--- config.mk ---
export PLATFORM = sky130hd
export DESIGN_NAME = cpu_fetch_unit
export DESIGN_NICKNAME = d
export VERILOG_FILES = /design/src/rtl/cpu_fetch_unit.sv
export SDC_FILE = /design/constraint.sdc
export NUM_CORES = 1
export LEC_CHECK = 0
export CORE_AREA = 2 2 86 97
export DETAILED_ROUTE_END_ITERATION = 8
export DIE_AREA = 0 0 88 99
export HOLD_SLACK_MARGIN = 0.15
export PLACE_DENSITY = 0.87
export SETUP_SLACK_MARGIN = 0.1
export SLEW_MARGIN = 20
export SYNTH_ARGS = -nofsm -noshare
export SYNTH_HDL_FRONTEND = slang
export SYNTH_SLANG_ARGS = --single-unit
export TNS_END_PERCENT = 100
--- constraint.sdc ---
create_clock -name clk -period 2.6 [get_ports clk]
set_input_delay 0.78 -clock clk [delete_from_list [all_inputs] [get_ports clk]]
set_output_delay 0.78 -clock clk [all_outputs]
set_load 0.1 [all_outputs]
--- src/rtl/cpu_fetch_unit.sv ---
// Instruction-fetch and program-counter block: owns PC, IR and the microstate bit,
// fetches over a req/ready memory handshake and follows the decoder's PC-select commands.
module cpu_fetch_unit #(
    parameter int                ADDR_W   = 16,
    parameter logic [ADDR_W-1:0] RESET_PC = {ADDR_W{1'b0}}
) (
    input  logic              clk,
    input  logic              reset,
    input  logic [1:0]        PS,
    input  logic              IR_L,
    input  logic              NS,
    input  logic [ADDR_W-1:0] Off,
    input  logic [ADDR_W-1:0] Target,
    output logic              mem_req,
    output logic [ADDR_W-1:0] mem_addr,
    input  logic [15:0]       mem_rdata,
    input  logic              mem_ready,
    output logic [15:0]       IR,
    output logic              State,
    output logic [ADDR_W-1:0] PC,
    output logic [ADDR_W-1:0] PC_1,
    output logic              stall
);

    typedef enum logic [0:0] {
        ST_FETCH = 1'b0,
        ST_EXEC  = 1'b1
    } fsm_e;

    localparam logic [ADDR_W-1:0] PC_ONE = {{(ADDR_W-1){1'b0}}, 1'b1};

    // All additions are naturally modulo 2^ADDR_W, so branches and increments wrap both ways.
    function automatic logic [ADDR_W-1:0] next_pc(
        input logic [1:0]        ps,
        input logic [ADDR_W-1:0] pc,
        input logic [ADDR_W-1:0] off,
        input logic [ADDR_W-1:0] target
    );
        logic [ADDR_W-1:0] result;
        case (ps)
            2'b00:   result = pc;
            2'b01:   result = pc + PC_ONE;
            2'b10:   result = pc + off;
            2'b11:   result = target;
            default: result = pc;
        endcase
        return result;
    endfunction

    fsm_e              fsm_q, fsm_d;
    logic [ADDR_W-1:0] pc_q, pc_d;
    logic [15:0]       ir_q, ir_d;
    logic              state_q, state_d;

    // Next-state selection; decoder inputs only matter in EXEC, memory only in FETCH.
    always_comb begin
        fsm_d   = fsm_q;
        pc_d    = pc_q;
        ir_d    = ir_q;
        state_d = state_q;
        case (fsm_q)
            ST_FETCH: begin
                if (mem_ready) begin
                    ir_d    = mem_rdata;
                    state_d = 1'b0;
                    fsm_d   = ST_EXEC;
                end else begin
                    fsm_d   = ST_FETCH;
                end
            end
            ST_EXEC: begin
                pc_d = next_pc(PS, pc_q, Off, Target);
                if (IR_L) begin
                    state_d = 1'b0;
                    fsm_d   = ST_FETCH;
                end else begin
                    state_d = NS;
                    fsm_d   = ST_EXEC;
                end
            end
            default: begin
                state_d = 1'b0;
                fsm_d   = ST_FETCH;
            end
        endcase
    end

    // State registers; reset abandons any outstanding fetch and restarts at RESET_PC.
    always_ff @(posedge clk or posedge reset) begin
        if (reset) begin
            fsm_q   <= ST_FETCH;
            pc_q    <= RESET_PC;
            ir_q    <= 16'h0000;
            state_q <= 1'b0;
        end else begin
            fsm_q   <= fsm_d;
            pc_q    <= pc_d;
            ir_q    <= ir_d;
            state_q <= state_d;
        end
    end

    assign mem_req  = (fsm_q == ST_FETCH);
    assign stall    = (fsm_q == ST_FETCH);
    assign mem_addr = pc_q;
    assign PC       = pc_q;
    assign PC_1     = pc_q + PC_ONE;
    assign IR       = ir_q;
    assign State    = state_q;

endmodule
# Yosys cells after proc, flatten, opt, wreduce, memory -nomap -nowiden
# Index checks and enable logic that the tools add are counted.
dict set report word_totals {
  register_bits 34
  inputBits 55
  output_inout_bits 67
  word_cells 22
}
dict set report classes {
  n_addsub 2
  n_eq_ne 4
  n_mux 7
  n_bitwise 2
  reduce_logical 3
}
# cell n
set op_table {}
lappend op_table {{16-bit one-hot mux with 3 select lines} 1}
lappend op_table {{16-bit by 1-bit adder with 16-bit output, second input constant} 1}
lappend op_table {{16-bit adder} 1}
lappend op_table {{2-bit equality test, second input constant} 2}
lappend op_table {{1-bit 2-to-1 mux} 4}
lappend op_table {{1-bit one-hot mux with 2 select lines} 2}
lappend op_table {{2-bit AND reduction} 2}
lappend op_table {{2-bit by 1-bit equality test with 1-bit output, second input constant} 1}
lappend op_table {{2-bit logical NOT} 1}
lappend op_table {{2-bit by 1-bit inequality test with 1-bit output, second input constant} 1}
lappend op_table {{1-bit NOT} 2}

# Logic depth before layout (Yosys ltp)
dict set report logic_depth {
  word_depth 3
  ltp_mapped 9
  depth_no_buf 9
}

# Least setup slack after synthesis
# No wires, ideal clock.
dict set report synth_path {
  kind {register to output}
  startpoint {register pc_q[0] (netlist: PC[0])}
  endpoint {output PC_1[14]}
  t_arrival_ns 3.803
  required_time_ns 1.820
  path_slack_ns -1.983
  path_stages_with_launch 7
  cell_sequence {dfrtp_1 ha_1 nand3_2 or4_4 buf_6 nor2_1 xor2_1}
}
dict set report synth_between {
  elab_chain_len 1
}
# element line_no
set synth_rtl {}
lappend synth_rtl {{start, declared} 51} ;# logic [ADDR_W-1:0] pc_q, pc_d;
lappend synth_rtl {{start signal, assigned} 97} ;# pc_q <= pc_d;
lappend synth_rtl {{16-bit by 1-bit adder with 16-bit output} 107} ;# assign PC_1 = pc_q + PC_ONE;
lappend synth_rtl {{end, declared} 21} ;# output logic [ADDR_W-1:0] PC_1,
# Every way passes these cells.

# Worst setup path after layout
dict set report layout_path {
  startpoint {register pc_q[6] (netlist: PC[6])}
  endpoint {output PC_1[12]}
}
# The elaborated chain is that of the path after synthesis.

==> PnR_summary.wiki <==
{| class="wikitable"
! Metric !! Value
|-
| Result of the run || finished, violations left
|-
| Violated checks || setup timing
|-
| Wire length of the first global-routing pass || 18500 um
|-
| Final Hold Fails || 0
|-
| PnR worst setup slack || -263 ps
|-
| Time the worst path needs with I/O delays and setup || 2860 ps
|-
| Nets || 633
|-
| Number of standard cells in the final layout excluding fillers || 670
|-
| Initial antenna violation count || 0
|-
| Total Routing Usage GR || 27.3%
|-
| Classification of the worst setup path || reg -> out
|-
| Number of I/O port buffers || 121
|-
| DRC violation count after routing || 0
|-
| Detail Placement HPWL || 8160 um
|-
| Iter 0 DRT Violations || 333
|-
| Number of vias in the routed layout || 3974
|-
| Number of placed instances with taps included || 615
|-
| Post-Syn Area || 3030 um^2
|-
| Via count of the first global-routing pass || 3801
|-
| Worst-case clock skew || 9.32 ps
|-
| Chip Height || 99 um
|-
| Ys Warns || 0
|-
| Most area-hungry cell type in the Yosys netlist || sky130_fd_sc_hd__dfrtp_1
|-
| Share of layout cells above drive strength 1 || 51.8%
|-
| Cts bufs inserted || 5
|-
| Avg Cell Area, Syn || 8.61 um^2
|-
| Cell variety after synth || 59
|-
| Category of the worst setup path capture point || primary output
|-
| Startpoint type of the worst setup path || register
|-
| Starting Density || 39.3%
|-
| Clock sink total || 34
|-
| Most common library cell in the layout ignoring fill and taps || sky130_fd_sc_hd__buf_4
|-
| Grt ovf || 0
|-
| Maximum number of pins on one net before global-route repair || 35
|-
| Hold-fix buffers at CTS || 0
|-
| Class of the tightest hold or removal check || reg -> reg
|-
| Clock transition at the register clock pins on the worst setup and hold paths after CTS || 70 ps
|-
| Unrepaired setup endpoints after global routing || true
|-
| Horizontal die dimension || 88 um
|-
| Number of flip-flops and latches in the synthesized netlist || 34
|-
| Synth Flop Type || sky130_fd_sc_hd__dfrtp_1
|-
| RePlAce Congestion || 0.910
|-
| Most used cells in the layout excluding fill and tap cells || 143 x sky130_fd_sc_hd__buf_4, 45 x sky130_fd_sc_hd__clkdlybuf4s50_1, 24 x sky130_fd_sc_hd__nand2_1
|-
| Insertion delay of the later-clocked pin in the worst-skew pair || 290 ps
|-
| Full die area || 8710 um^2
|-
| Number of rows in the core area || 34
|-
| DRT Wirelength || 13700 um
|-
| Vias per cell || 5.93
|-
| Synthesis-to-finish area growth || 96.4%
|-
| Measured slew at the worst slew-check pin || 458 ps
|-
| Count of boundary I/O pins || 122
|-
| Core area || 7700 um^2
|-
| Final critical-path share of the clock period || 110%
|-
| Data arrival time at the worst-slack endpoint || 2080 ps
|-
| CTS tree || yes
|-
| Critical-path maximum fanout || 4
|-
| ANT cells || 0
|-
| CTS Root Buffer Type || sky130_fd_sc_hd__clkbuf_8
|-
| Routed length per placed instance || 20.5 um
|-
| Max Root-Sink Buffers || 2
|-
| Router iterations before antenna repair || 7
|-
| Number of nets with antenna violations after detailed routing || 0
|-
| Required time at the endpoint of the critical path || 1820 ps
|-
| Max-cap viol count || 0
|-
| Syn Inst Count || 352
|-
| Top cells by area, synth || sky130_fd_sc_hd__dfrtp_1 28%, sky130_fd_sc_hd__ha_1 6.6%, sky130_fd_sc_hd__mux2_2 6.3%
|-
| EDFF count, synth || 0
|-
| Synthesized net count || 424
|-
| Share of synthesized flip-flops with an asynchronous set or reset || 100%
|-
| Sequential fraction of the synthesis area || 28.1%
|-
| Max Clock Freq || 0.349 GHz
|-
| Final count of pins violating max slew || 0
|-
| Worst slew slack as a fraction of its limit || 69.5%
|-
| Portion of synthesized cell area occupied by the leading cell type || 28.1%
|-
| Number of levels in the clock H-tree || 2
|-
| Final number of setup-violating endpoints || 18
|}
==> critical path, cell delays in order, from the launching register on <==
cell and delay [ps]:
sky130_fd_sc_hd__dfrtp_4 440, sky130_fd_sc_hd__nand3_1 240, sky130_fd_sc_hd__or4_4 600, sky130_fd_sc_hd__buf_6 150, sky130_fd_sc_hd__xnor2_4 170, sky130_fd_sc_hd__buf_12 190
==> registers in the layout (all words and copies together), names as in the netlist <==
name,count
IR,16
PC,16
State,1
fsm_q,1
==> cells in the mapped netlist (all sizes together), types with 2 or more instances <==
master	number
dfrtp	34
nand2	28
o21ai	28
a21oi	26
nor2	24
buf	20
mux2	17
ha	16
inv	16
clkbuf	13
nor3	13
xor2	10
xnor2	9
nand3	8
o211ai	8
mux2i	6
nand4	6
a21o	5
nor2b	5
nor4	5
a211oi	4
nand2b	4
o22ai	4
a211o	3
a22oi	3
a31oi	3
a32oi	3
and3	3
nand3b	3
o21a	3
a221o	2
clkinv	2
o21bai	2
==> layout make-up <==
class / instances / area, um^2
flip-flops and latches: 34 / 895
well taps: 108 / 135
inverters: 18 / 67.6
multi-input cells: 266 / 2490
clock inverters: 3 / 68.8
clock buffers: 5 / 68.8
repair buffers: 236 / 2220
fillers: 442 / 1750
==> final timing paths <==
check / slack (ps) / endpoint / cells past startpoint / startpoint
max: -260 / PC_1[12] / 5 / PC[6]
min: 520 / IR[5] / 1 / IR[5]
max reg2reg: -170 / PC[7] / 12 / PC[1]
min reg2reg: 520 / IR[5] / 1 / IR[5]
max in group asynchronous: 1340 / PC[7] / 3 / reset
min in group asynchronous: 900 / PC[15] / 3 / reset
==> stage by stage <==
step	cell area (um^2)	hold WS (ps)	setup TNS [ps]	setup WS, ps	utilization, %
after floorplan	3380	738	-3070	-548	-
after global placement	5000	491	-3770	-476	64.9
after detailed placement	5000	502	-4780	-540	64.9
after CTS	5640	522	-702	-217	73.3
after global routing	5950	534	-2830	-307	77.3
final	5950	516	-1880	-263	77.3
==> metal layers <==
metal	vias up	global-route usage (%)	share of wire, %
met3	89	6.95	9.1
met2	311	46.9	51
li1	1678	-	-
met4	0	14.0	6.3
met5	-	0	0
met1	1896	30.7	34
==> what timing repair did <==
action                                  in CTS  in global routing
setup buffers                               32                 16
pin swaps                                   32                 41
gates cloned                                 0                  0
endpoints found under the setup margin      22                 26
resized for setup                           61                 37
==> cells by family after synthesis <==
group / share of synthesized area [%]
buffers and inverters: 11.1
AND/OR/NAND/NOR: 17.8
AO/OA/AOI/OAI: 22.0
flip-flops: 28.1
multiplexers: 8.30
XOR/XNOR: 5.49
adder cells (fa/ha/maj): 7.27
Power is left out: the tool's default activity adds up to more than one toggle a clock period on the data nets, which glitch-free logic cannot reach.
